**config.mk**
```make
export PLATFORM = sky130hd
export DESIGN_NAME = ulpi_reg_rw
export DESIGN_NICKNAME = d
export VERILOG_FILES = /design/src/rtl/ulpi_pkg.sv /design/src/rtl/ulpi_reg_rw.sv
export SDC_FILE = /design/constraint.sdc
export NUM_CORES = 1
export LEC_CHECK = 0
export ABC_AREA = 1
export ABC_CLOCK_PERIOD_IN_PS = 5200
export CORE_MARGIN = 2
export CORE_UTILIZATION = 30
export CTS_BUF_LIST = sky130_fd_sc_hd__clkbuf_2
export CTS_CLUSTER_DIAMETER = 60
export DETAILED_ROUTE_END_ITERATION = 8
export PLACE_DENSITY = 0.64
export SLEW_MARGIN = 15
export SYNTH_ARGS = -nofsm -noshare
export SYNTH_HDL_FRONTEND = slang
export SYNTH_SLANG_ARGS = --single-unit
```
**constraint.sdc**
```tcl
create_clock -name i_clk -period 5.2 [get_ports i_clk]
set_clock_uncertainty 0.1 [all_clocks]
set_input_delay 0.52 -clock i_clk [delete_from_list [all_inputs] [get_ports i_clk]]
set_output_delay 0.52 -clock i_clk [all_outputs]
set_load 0.03 [all_outputs]
```
**src/rtl/ulpi_pkg.sv**
```systemverilog
// ---------------------------------------------------------------------------
// ulpi_pkg
// Shared ULPI definitions used by ulpi_ctrl and ulpi_reg_rw:
//   - ulpi_reg_state_t : register-access engine state encoding
//   - TX CMD prefixes for immediate register write/read
//   - idle value driven on the ULPI data bus by the link
//   - ulpi_txcmd_reg() : builds an immediate register TX CMD byte
// ---------------------------------------------------------------------------
package ulpi_pkg;

  typedef enum logic [3:0] {
    ULPI_REG_STATE_IDLE,
    ULPI_REG_STATE_WR_CMD,
    ULPI_REG_STATE_WR_DATA,
    ULPI_REG_STATE_WR_STP,
    ULPI_REG_STATE_RD_CMD,
    ULPI_REG_STATE_RD_TURN,
    ULPI_REG_STATE_RD_DATA,
    ULPI_REG_STATE_RD_TURN_BACK,
    ULPI_REG_STATE_WAIT_DIR_LOW,
    ULPI_REG_STATE_ABORT_STP
  } ulpi_reg_state_t;

  localparam logic [1:0] ULPI_TXCMD_REGWR = 2'b10;
  localparam logic [1:0] ULPI_TXCMD_REGRD = 2'b11;
  localparam logic [7:0] ULPI_DATA_IDLE   = 8'h00;

  function automatic logic [7:0] ulpi_txcmd_reg(input logic       write,
                                                input logic [5:0] addr);
    return {(write ? ULPI_TXCMD_REGWR : ULPI_TXCMD_REGRD), addr};
  endfunction

endpackage

```
**src/rtl/ulpi_reg_rw.sv**
```systemverilog
// ---------------------------------------------------------------------------
// ulpi_reg_rw
// Link-side ULPI register-access engine. Executes one immediate register
// write or read per accepted request and returns a one-cycle response.
//
// Ports:
//   i_clk          ULPI 60 MHz clock, rising edge
//   i_rst          synchronous reset, active-low
//   i_en           bus granted by ulpi_ctrl; gates new accepts only
//   i_req_valid    request present
//   o_req_ready    request accepted when high together with i_req_valid
//   i_req_write    1 = register write, 0 = register read
//   i_req_addr     immediate register address
//   i_req_wdata    write data
//   o_rsp_valid    one-cycle response strobe
//   o_rsp_rdata    read data (0 for writes and aborted transactions)
//   o_rsp_err      transaction aborted (dir preemption or timeout)
//   i_dir, i_nxt   ULPI dir / nxt from PHY
//   o_stp          ULPI stp to PHY
//   i_data         ULPI data from PHY
//   o_data         ULPI data to PHY, 0x00 when not driving
//
// NXT_TIMEOUT: cycles allowed in a wait state before aborting; 0 disables.
// ---------------------------------------------------------------------------
module ulpi_reg_rw
  import ulpi_pkg::*;
#(
  parameter int unsigned NXT_TIMEOUT = 255
) (
  input  logic       i_clk,
  input  logic       i_rst,
  input  logic       i_en,
  input  logic       i_req_valid,
  output logic       o_req_ready,
  input  logic       i_req_write,
  input  logic [5:0] i_req_addr,
  input  logic [7:0] i_req_wdata,
  output logic       o_rsp_valid,
  output logic [7:0] o_rsp_rdata,
  output logic       o_rsp_err,
  input  logic       i_dir,
  input  logic       i_nxt,
  output logic       o_stp,
  input  logic [7:0] i_data,
  output logic [7:0] o_data
);

  // Counter holds 0 .. NXT_TIMEOUT-1; the abort fires in the cycle that
  // would otherwise be the NXT_TIMEOUT-th cycle spent waiting.
  localparam int unsigned    CNT_W      = (NXT_TIMEOUT > 1) ? $clog2(NXT_TIMEOUT) : 1;
  localparam bit             TIMEOUT_ON = (NXT_TIMEOUT != 0);
  localparam logic [CNT_W-1:0] CNT_LAST = TIMEOUT_ON ? CNT_W'(NXT_TIMEOUT - 1) : '0;

  ulpi_reg_state_t  state_q, state_d;
  logic [CNT_W-1:0] cnt_q, cnt_d;
  logic             rsp_valid_q, rsp_valid_d;
  logic [7:0]       rsp_rdata_q, rsp_rdata_d;
  logic             rsp_err_q, rsp_err_d;
  logic [7:0]       cmd_q, cmd_d;
  logic [7:0]       wdata_q, wdata_d;
  logic [7:0]       rdata_q, rdata_d;
  logic             cnt_en;
  logic             timeout_hit;
  logic             accept;

  // Ready is also gated by i_rst so the handshake never claims an accept
  // in a cycle where reset wins.
  assign o_req_ready = i_rst & (state_q == ULPI_REG_STATE_IDLE) & i_en & ~i_dir;
  assign accept      = o_req_ready & i_req_valid;
  assign timeout_hit = TIMEOUT_ON && (cnt_q == CNT_LAST);

  always_comb begin
    case (state_q)
      ULPI_REG_STATE_WR_CMD,
      ULPI_REG_STATE_WR_DATA,
      ULPI_REG_STATE_RD_CMD,
      ULPI_REG_STATE_RD_TURN,
      ULPI_REG_STATE_RD_TURN_BACK: cnt_en = 1'b1;
      default:                     cnt_en = 1'b0;
    endcase
  end

  always_comb begin
    state_d     = state_q;
    cmd_d       = cmd_q;
    wdata_d     = wdata_q;
    rdata_d     = rdata_q;
    rsp_valid_d = 1'b0;
    rsp_rdata_d = 8'h00;
    rsp_err_d   = 1'b0;
    case (state_q)
      ULPI_REG_STATE_IDLE: begin
        if (accept) begin
          cmd_d   = ulpi_txcmd_reg(i_req_write, i_req_addr);
          wdata_d = i_req_wdata;
          state_d = i_req_write ? ULPI_REG_STATE_WR_CMD : ULPI_REG_STATE_RD_CMD;
        end
      end
      // dir wins over nxt: a PHY that turns the bus around owns it.
      ULPI_REG_STATE_WR_CMD: begin
        if (i_dir)            state_d = ULPI_REG_STATE_WAIT_DIR_LOW;
        else if (i_nxt)       state_d = ULPI_REG_STATE_WR_DATA;
        else if (timeout_hit) state_d = ULPI_REG_STATE_ABORT_STP;
      end
      ULPI_REG_STATE_WR_DATA: begin
        if (i_dir)            state_d = ULPI_REG_STATE_WAIT_DIR_LOW;
        else if (i_nxt)       state_d = ULPI_REG_STATE_WR_STP;
        else if (timeout_hit) state_d = ULPI_REG_STATE_ABORT_STP;
      end
      ULPI_REG_STATE_WR_STP: begin
        state_d     = ULPI_REG_STATE_IDLE;
        rsp_valid_d = 1'b1;
      end
      ULPI_REG_STATE_RD_CMD: begin
        if (i_dir)            state_d = ULPI_REG_STATE_WAIT_DIR_LOW;
        else if (i_nxt)       state_d = ULPI_REG_STATE_RD_TURN;
        else if (timeout_hit) state_d = ULPI_REG_STATE_ABORT_STP;
      end
      ULPI_REG_STATE_RD_TURN: begin
        if (i_dir)            state_d = ULPI_REG_STATE_RD_DATA;
        else if (timeout_hit) state_d = ULPI_REG_STATE_ABORT_STP;
      end
      ULPI_REG_STATE_RD_DATA: begin
        rdata_d = i_data;
        state_d = ULPI_REG_STATE_RD_TURN_BACK;
      end
      ULPI_REG_STATE_RD_TURN_BACK: begin
        if (!i_dir) begin
          state_d     = ULPI_REG_STATE_IDLE;
          rsp_valid_d = 1'b1;
          rsp_rdata_d = rdata_q;
        end else if (timeout_hit) begin
          state_d = ULPI_REG_STATE_ABORT_STP;
        end
      end
      ULPI_REG_STATE_ABORT_STP: begin
        state_d = ULPI_REG_STATE_WAIT_DIR_LOW;
      end
      ULPI_REG_STATE_WAIT_DIR_LOW: begin
        if (!i_dir) begin
          state_d     = ULPI_REG_STATE_IDLE;
          rsp_valid_d = 1'b1;
          rsp_err_d   = 1'b1;
        end
      end
      default: state_d = ULPI_REG_STATE_IDLE;
    endcase
  end

  // Counter restarts on every state change so each wait phase gets the
  // full budget.
  assign cnt_d = ((state_d != state_q) || !cnt_en) ? '0 : cnt_q + CNT_W'(1);

  // Control and response registers
  always_ff @(posedge i_clk) begin
    if (!i_rst) begin
      state_q     <= ULPI_REG_STATE_IDLE;
      cnt_q       <= '0;
      rsp_valid_q <= 1'b0;
      rsp_rdata_q <= 8'h00;
      rsp_err_q   <= 1'b0;
    end else begin
      state_q     <= state_d;
      cnt_q       <= cnt_d;
      rsp_valid_q <= rsp_valid_d;
      rsp_rdata_q <= rsp_rdata_d;
      rsp_err_q   <= rsp_err_d;
    end
  end

  // Latched request fields and captured read data; only observed in states
  // reached after they are written, so they need no reset.
  always_ff @(posedge i_clk) begin
    cmd_q   <= cmd_d;
    wdata_q <= wdata_d;
    rdata_q <= rdata_d;
  end

  always_comb begin
    case (state_q)
      ULPI_REG_STATE_WR_CMD,
      ULPI_REG_STATE_RD_CMD:  o_data = cmd_q;
      ULPI_REG_STATE_WR_DATA: o_data = wdata_q;
      default:                o_data = ULPI_DATA_IDLE;
    endcase
  end

  assign o_stp       = (state_q == ULPI_REG_STATE_WR_STP) ||
                       (state_q == ULPI_REG_STATE_ABORT_STP);
  assign o_rsp_valid = rsp_valid_q;
  assign o_rsp_rdata = rsp_rdata_q;
  assign o_rsp_err   = rsp_err_q;

endmodule

```
==> results of run 1 <==
-- how the worst min path moves through the flow --
stage / end / slack (ps) / cells after the start
after detailed placement: o_rsp_rdata[3] / 350 / 2
after floorplan: cnt_q[0] / 330 / 1
final: cnt_q[0] / 390 / 1
after global placement: o_rsp_rdata[4] / 340 / 2
after CTS: cnt_q[0] / 400 / 1
after global routing: o_rsp_rdata[6] / 430 / 2
-- power by group --
group / leakage [nW] / switching [mW] / total (mW) / internal [mW]
registers: 0.385 / 0.00114 / 0.377 / 0.376
logic: 0.568 / 0.0145 / 0.0375 / 0.0230
clock network: 0.0294 / 0.115 / 0.149 / 0.0339
total: 0.982 / 0.130 / 0.563 / 0.433
-- worst max-delay path: stages (launching register included) --
cell and delay [ps]:
dfxtp_1 560, inv_2 90, nor2_1 170, nand2_2 100, nand2_1 230, a22o_1 170
clkdlybuf4s50_1 670
-- flip-flops by register name, summed over array words and instances (netlist names) --
signal	cells
o_rsp_rdata	8
cnt_q	8
state_q	4
wdata_q	8
o_rsp_valid	1
o_rsp_err	1
rdata_q	8
cmd_q	7
-- routing by layer --
metal / vias up / GRT usage [%] / share of wire [%]
li1: 724 / - / -
met1: 635 / 14.5 / 47
met2: 40 / 18.9 / 45
met3: 5 / 3.41 / 6.2
met4: 0 / 5.50 / 2.1
met5: - / 0 / 0
-- layout make-up --
type | instances | share of cell area (%)
clock buffers | 5 | 1.03
clock inverters | 3 | 0.874
inverters | 26 | 4.01
multi-input cells | 118 | 24.0
flip-flops and latches | 45 | 46.5
well taps | 75 | 3.85
repair buffers | 48 | 19.7
-- cells in the final DEF (no fill, tap or decap), drive strengths merged --
cell type       n
clkdlybuf4s50  48
nand2          45
nor2           32
inv            27
edfxtp         23
dfxtp          22
nand3          12
a22o            7
a21oi           7
clkbuf          5
xor2            4
o21ai           3
xnor2           2
ha              2
nor3            2
a41oi           1
o221ai          1
clkinvlp        1
clkinv          1
-- cell families (layout without fill, tap and decap cells) --
| family | count (synthesis) | after routing | synth area share, % |
|---|---|---|---|
| AO/OA/AOI/OAI | 19 | 19 | 7.06 |
| XOR/XNOR | 6 | 6 | 2.88 |
| flip-flops | 45 | 45 | 62.0 |
| AND/OR/NAND/NOR | 91 | 91 | 20.8 |
| adder cells (fa/ha/maj) | 2 | 2 | 1.37 |
| buffers and inverters | 27 | 82 | 5.96 |
-- metrics by stage --
step	area, sq um	cells
after detailed placement	2390	312
final	2430	320
after floorplan	1830	190
after global routing	2430	320
after global placement	2390	312
after CTS	2430	320
==> out/qor.yml, run 1 <==
synthesis:
  synth_top_area_share_pct: 37.8
  postSynthCellCount: 190
  yosysWarningCount: 0
  postSynth.asyncResetShare_pct: 0
  ys_seq_area_share_pct: 62.0
  synth_area_leaders: "edfxtp_1 38%, dfxtp_1 24%, nand2_1 8.6%"
  syn_area_sq_um: 1830
  synth-edff-count: 23
  synth_ff_type: "edfxtp_1"
  synth-seq-cells: 45
  syn-num-nets: 221
  synth_top_area_cell: "edfxtp_1"
  ys_top_cells_by_count: "42 x nand2_1, 29 x nor2_1, 23 x edfxtp_1"
  syn_area_per_cell_sq_um: 9.61
  synth.most_common_cell: "nand2_1"
  synth_cell_types: 21
die:
  start_util_pct: 31.0
  io_pins: 49
  core.rowCount: 28
  die_area_sq_um: 6720
  die_h_um: 82.0
  fp.dieW_um: 82.0
  core_region_area_sq_um: 5890
route:
  route.detailed.drc: 0
  num_vias: 1404
  viasPerCell: 4.39
  drt_iter0_markers: 70
  totalWireLength_um: 3490
  ant_nets: 0
  wl_per_cell_um: 10.9
  dr.pass1.iters: 4
power_and_ir_drop:
  peakVddDrop_v: 0.000104
  p_leak_nw: 0.982
  power_uw: 563
  power.density_nw_per_um2: 231
critical_path:
  r2r_cells: 10
  required_ps: 4580
  path_class: "register to primary output"
  startpoint_type: "register"
  crit_path_end: "o_data[2]"
  rrSetupSlack_ps: 3150
  path_max_fanout: 9
  rr_endpoint: "cnt_q[3]"
  cp-end-kind: "primary output"
  r2r_start: "state_q[2]"
  startpoint: "state_q[0]"
  crit_arrival_ps: 2420
cells_and_area:
  final_util_pct: 41.4
  drive_gt1_share_pct: 8.16
  area_growth_pct: 33.4
  multi_input_area_sq_um: 586
  fillers: 594
  finalNetCount: 275
  register_area_sq_um: 1130
  diodes: 0
clocking:
  clock_latency_ps: 420
  cts_hold_buf: 0
  h-tree-depth: 2
  cts_buffer_depth: 2
  cts.repair.resized: 0
  cts-root-buf: "clkbuf_2"
  cts_setup_buffers: 0
  cts-buffers-inserted: 5
  tritoncts: "built"
  cts.clk_slew.worst_paths_ps: 230
  clock_sinks: 45
global_routing:
  grt_max_degree: 17
  grt.total_usage_pct: 11.8
  antenna_found_initial: 0
  grt_pass1_wl_um: 5900
  grt.overflow.total: 0
  grt_pass1_vias: 1323
sta:
  whs_ps: 392
  setup_slack_ps: 2160
  fin_crit_ps: 3040
  timing.fmax_mhz: 329
  tightest_slew_ps: 773
  period_share_pct: 58.5
  slew_headroom_pct: 48.2
  final_hold_viol_count: 0
  rsz0062_at_grt: "false"
  final-setup-viol-count: 0
  slew_viol_final: 0
  tns_ps: 0
worst_hold_path:
  hp-start: "cnt_q[0]"
  hp-class: "register to register"
place:
  io_buffer_count: 48
  dp_slack_ps: 2390
  gp_congestion: 0.884
  dpl.hpwl_um: 2670
outcome:
  run_status: "finished, final reports clean"
flow_run:
  maxCapViolCount: 0
Note: power is estimated with default switching activity, not from simulation.
==> run 2, diff against run 1 <==
--- a/config.mk
+++ b/config.mk
@@ -6,13 +6,13 @@
 export NUM_CORES = 1
 export LEC_CHECK = 0
 export ABC_AREA = 1
-export ABC_CLOCK_PERIOD_IN_PS = 5200
+export ABC_CLOCK_PERIOD_IN_PS = 2740
 export CORE_MARGIN = 2
 export CORE_UTILIZATION = 30
 export CTS_BUF_LIST = sky130_fd_sc_hd__clkbuf_2
 export CTS_CLUSTER_DIAMETER = 60
 export DETAILED_ROUTE_END_ITERATION = 8
-export PLACE_DENSITY = 0.64
+export PLACE_DENSITY = 0.66
 export SLEW_MARGIN = 15
 export SYNTH_ARGS = -nofsm -noshare
 export SYNTH_HDL_FRONTEND = slang
==> constraint.sdc (replaced) <==
create_clock -name i_clk -period 2.74 [get_ports i_clk]
set_clock_uncertainty 0.1 [all_clocks]
set_input_delay 0.274 -clock i_clk [delete_from_list [all_inputs] [get_ports i_clk]]
set_output_delay 0.274 -clock i_clk [all_outputs]
set_load 0.03 [all_outputs]
==> out/qor.yml, run 2 (synthesis gave the netlist of run 1 again) <==
clocking:
  tritoncts: "built"
  cts.clk_slew.worst_paths_ps: 230
  cts-buffers-inserted: 5
  clock_latency_ps: 420
  cts_setup_buffers: 0
  h-tree-depth: 2
  clock_sinks: 45
  cts-root-buf: "clkbuf_2"
  cts_buffer_depth: 2
place:
  gp_congestion: 0.862
  dp_cells: 314
  place_area_sq_um: 2400
  io_buffer_count: 48
  dp_slack_ps: 419
  dpl.hpwl_um: 2730
power_and_ir_drop:
  pwr-share-seq_pct: 61.6
  pwr-share-comb_pct: 6.2
  power_mw: 1.16
  peakVddDrop_v: 0.000159
  p_int_uw: 913
  p_switching_uw: 249
  p_leak_nw: 1.15
  clock_power_share_pct: 32.2
  power.density_nw_per_um2: 465
  swShare_pct: 21.4
die:
  die_h_um: 82.0
  core.rowCount: 28
  io_pins: 49
  core_region_area_sq_um: 5890
  die_area_sq_um: 6720
  fp.dieW_um: 82.0
  start_util_pct: 31.0
critical_path:
  cp_top_family: "buffers and inverters"
  crit_slowest_cell: "clkdlybuf4s50_1"
  crit_buf_inv: 2
  required_ps: 2370
  path_cells: "inv_2 -> nor3_1 -> nand2_1 -> nand2_1 -> clkdlybuf4s50_1"
  startpoint_type: "register"
  crit_arrival_ps: 2090
  cp-end-kind: "primary output"
  cp_common_cell: "nand2_1"
  path_class: "register to primary output"
  path_max_fanout: 4
  slowest_delay_ps: 690
sta:
  setup_slack_ps: 279
  period_share_pct: 89.8
  tns_ps: 0
  final-setup-viol-count: 0
  slew_viol_final: 0
  tightest_slew_ps: 399
  final_hold_viol_count: 0
  fin_crit_ps: 2460
  slew_headroom_pct: 73.3
  rsz0062_at_grt: "false"
  timing.fmax_mhz: 406
  whs_ps: 278
worst_hold_path:
  hp-class: "input port to register"
route:
  dr.pass1.iters: 4
  route.detailed.drc: 0
  ant_nets: 0
  viasPerCell: 4.38
  num_vias: 1409
  drt_iter0_markers: 60
  totalWireLength_um: 3610
  wl_per_cell_um: 11.2
cells_and_area:
  final_util_pct: 42.4
  finalNetCount: 277
  layout_commonest_cell: "nand2_1"
  fillers: 575
  layout_common_cells: "42 x nand2_1, 40 x clkdlybuf4s50_1, 29 x nor2_1"
  diodes: 0
  postLayoutCellArea_sq_um: 2500
  register_area_sq_um: 1130
  drive_gt1_share_pct: 9.72
  instances_no_fill: 322
  multi_input_area_sq_um: 586
  area_growth_pct: 36.8
global_routing:
  grt.total_usage_pct: 11.4
  grt_max_degree: 16
  antenna_found_initial: 0
  grt.overflow.total: 0
  grt_pass1_vias: 1299
  grt_pass1_wl_um: 5730
outcome:
  run_status: "finished, final reports clean"
flow_run:
  maxCapViolCount: 0
==> run 2: worst paths after layout <==
check	slack (ps)	cells after the start	startpoint	to
worst max register to register	1060	11	state_q[1]	cnt_q[5]
worst min-delay path	280	1	i_data[6]	rdata_q[6]
worst max-delay path	280	5	state_q[3]	o_stp
worst min register to register	390	1	cnt_q[0]	cnt_q[0]
==> run 2: power by group through the flow <==
stage / registers [mW] / clock network, mW / logic (mW)
5_1_grt: 0.717 / 0.424 / 0.0781
2_1_floorplan: 0.729 / 0 / 0.0213
3_5_place_dp: 0.730 / 0 / 0.0724
3_3_place_gp: 0.729 / 0 / 0.0724
4_1_cts: 0.716 / 0.392 / 0.0729
6_report: 0.716 / 0.374 / 0.0720
==> run 2: area by class of cell <==
type	count	area share [%]
flip-flops and latches	45	45.4
multi-input cells	118	23.4
repair buffers	50	20.6
inverters	26	3.91
well taps	75	3.76
clock inverters	3	1.85
clock buffers	5	1.00
==> run 2: repair_timing <==
action | CTS | global route
hold buffers | 0 | 0
gates resized for setup | 1 | 9
endpoints found under the setup margin | 7 | 8
cloned | 0 | 0
==> run 2: routing by layer <==
| metal | global-route usage, % | routed length [um] | up-vias |
|---|---|---|---|
| li1 | - | - | 727 |
| met1 | 14.7 | 1660 | 628 |
| met2 | 17.4 | 1620 | 45 |
| met3 | 3.74 | 255 | 9 |
| met4 | 5.00 | 77 | 0 |
| met5 | 0 | 0 | - |
==> run 3, diff against run 2 <==
--- a/config.mk
+++ b/config.mk
@@ -7,12 +7,14 @@
 export LEC_CHECK = 0
 export ABC_AREA = 1
 export ABC_CLOCK_PERIOD_IN_PS = 2740
+export CELL_PAD_IN_SITES_DETAIL_PLACEMENT = 1
+export CELL_PAD_IN_SITES_GLOBAL_PLACEMENT = 2
 export CORE_MARGIN = 2
-export CORE_UTILIZATION = 30
+export CORE_UTILIZATION = 27
 export CTS_BUF_LIST = sky130_fd_sc_hd__clkbuf_2
 export CTS_CLUSTER_DIAMETER = 60
 export DETAILED_ROUTE_END_ITERATION = 8
-export PLACE_DENSITY = 0.66
+export PLACE_DENSITY = 0.88
 export SLEW_MARGIN = 15
 export SYNTH_ARGS = -nofsm -noshare
 export SYNTH_HDL_FRONTEND = slang
==> out/qor.yml, run 3 (synthesis gave the netlist of run 1 again) <==
outcome:
  run_status: "finished, final reports clean"
die:
  die_area_sq_um: 7430
  start_util_pct: 28.3
  core_region_area_sq_um: 6460
  core.rowCount: 29
  die_h_um: 86.2
  io_pins: 49
  fp.dieW_um: 86.2
global_routing:
  grt.overflow.total: 0
  met3_usage_pct: 2.86
  antenna_found_initial: 0
  grt_util_met1_pct: 15.1
  busiest_layer: "met2"
  grt_pass1_wl_um: 6730
  grt.total_usage_pct: 11.7
  grt_max_degree: 17
  gr-usage-met2_pct: 18.6
  grt_pass1_vias: 1472
cells_and_area:
  layout_common_cells: "42 x nand2_1, 40 x clkdlybuf4s50_1, 29 x nor2_1"
  drive_gt1_share_pct: 9.72
  instances_no_fill: 324
  fillers: 757
  area_growth_pct: 36.5
  diodes: 0
  finalNetCount: 277
  layout_commonest_cell: "nand2_1"
critical_path:
  path_class: "register to primary output"
  crit_slowest_cell: "clkdlybuf4s50_1"
  path_cells: "inv_2 -> nor3_1 -> nand2_1 -> nand2_1 -> clkdlybuf4s50_1"
  crit_buf_inv: 2
  startpoint_type: "register"
  cp_top_family: "buffers and inverters"
  crit_arrival_ps: 2090
  path_max_fanout: 4
  slowest_delay_ps: 670
  cp-end-kind: "primary output"
  required_ps: 2370
  cp_common_cell: "nand2_1"
power_and_ir_drop:
  p_int_uw: 914
  p_switching_uw: 245
  clock_power_share_pct: 32.0
  pwr-share-comb_pct: 6.2
  peakVddDrop_v: 0.000174
  p_leak_nw: 1.15
  power.density_nw_per_um2: 465
  pwr-share-seq_pct: 61.7
  swShare_pct: 21.2
sta:
  fin_crit_ps: 2470
  final_hold_viol_count: 0
  whs_ps: 279
  slew_viol_final: 0
  rsz0062_at_grt: "false"
  period_share_pct: 90.1
  tns_ps: 0
  final-setup-viol-count: 0
  timing.fmax_mhz: 405
  slew_headroom_pct: 74.4
  tightest_slew_ps: 383
clocking:
  clock_sinks: 45
  cts-root-buf: "clkbuf_2"
  h-tree-depth: 2
  cts.clk_slew.worst_paths_ps: 230
  cts_hold_buf: 0
  cts-buffers-inserted: 5
  clock_latency_ps: 420
  cts_setup_buffers: 0
  tritoncts: "built"
  cts_buffer_depth: 2
  cts.repair.resized: 1
flow_run:
  maxCapViolCount: 0
route:
  dr.pass1.iters: 4
  num_vias: 1425
  ant_nets: 0
  route.detailed.drc: 0
  wl_per_cell_um: 12.8
  viasPerCell: 4.40
  drt_iter0_markers: 49
  totalWireLength_um: 4130
place:
  io_buffer_count: 48
  gp_congestion: 0.835
  dp_cells: 316
  dpl.hpwl_um: 3120
worst_hold_path:
  hp-class: "input port to register"
run 3: cell count changes in the layout (fill, tap and decap cells not counted), sizes merged:
cell / previous run / this run
clkbuf: 5 / 6
clkinvlp: 1 / 0
run 3: cell type report:
cell class                 count  area (sq um)  area share (%)
inverter                      26          97.6            3.92
clock inverter                 2          35.0            1.41
tap                           77          96.3            3.87
multi-input combinational    118           586            23.5
sequential                    45          1130            45.4
timing repair buffer          50           515            20.7
clock buffer                   6          30.0            1.20
run 3: path summary, 6_finish.rpt:
check	from	to	slack, ps	cells past startpoint
worst max register to register	state_q[2]	cnt_q[5]	940	11
worst min register to register	cnt_q[0]	cnt_q[0]	390	1
worst max-delay path	state_q[3]	o_stp	270	5
worst min-delay path	i_req_addr[1]	cmd_q[1]	280	1
run 3: worst reg2reg max path: cells and delay by family (launching register included):
family           cells  cell delay [ps]
flip-flops           1              410
AND/OR/NAND/NOR     11             1260
run 3: power by group through the flow:
stage	Clock, mW	Sequential [mW]	Combinational, mW
final	0.372	0.716	0.0724
after global routing	0.410	0.717	0.0787
after CTS	0.389	0.716	0.0738
after detailed placement	0	0.730	0.0731
after global placement	0	0.729	0.0728
after floorplan	0	0.729	0.0213
run 3: metal layers:
layer / vias up / wire [um]
met5: - / 0
met4: 0 / 81
met3: 6 / 197
met2: 36 / 1950
met1: 656 / 1910
li1: 727 / -
run 3: metrics by stage:
stage	power [mW]	cell area, sq um	worst slack (ps)	utilization, %
after floorplan	0.751	1830	893	-
after global routing	1.20	2490	121	38.6
final	1.16	2490	272	38.6
after global placement	0.802	2410	428	37.3
after CTS	1.18	2470	10.6	38.3
after detailed placement	0.803	2410	406	37.3
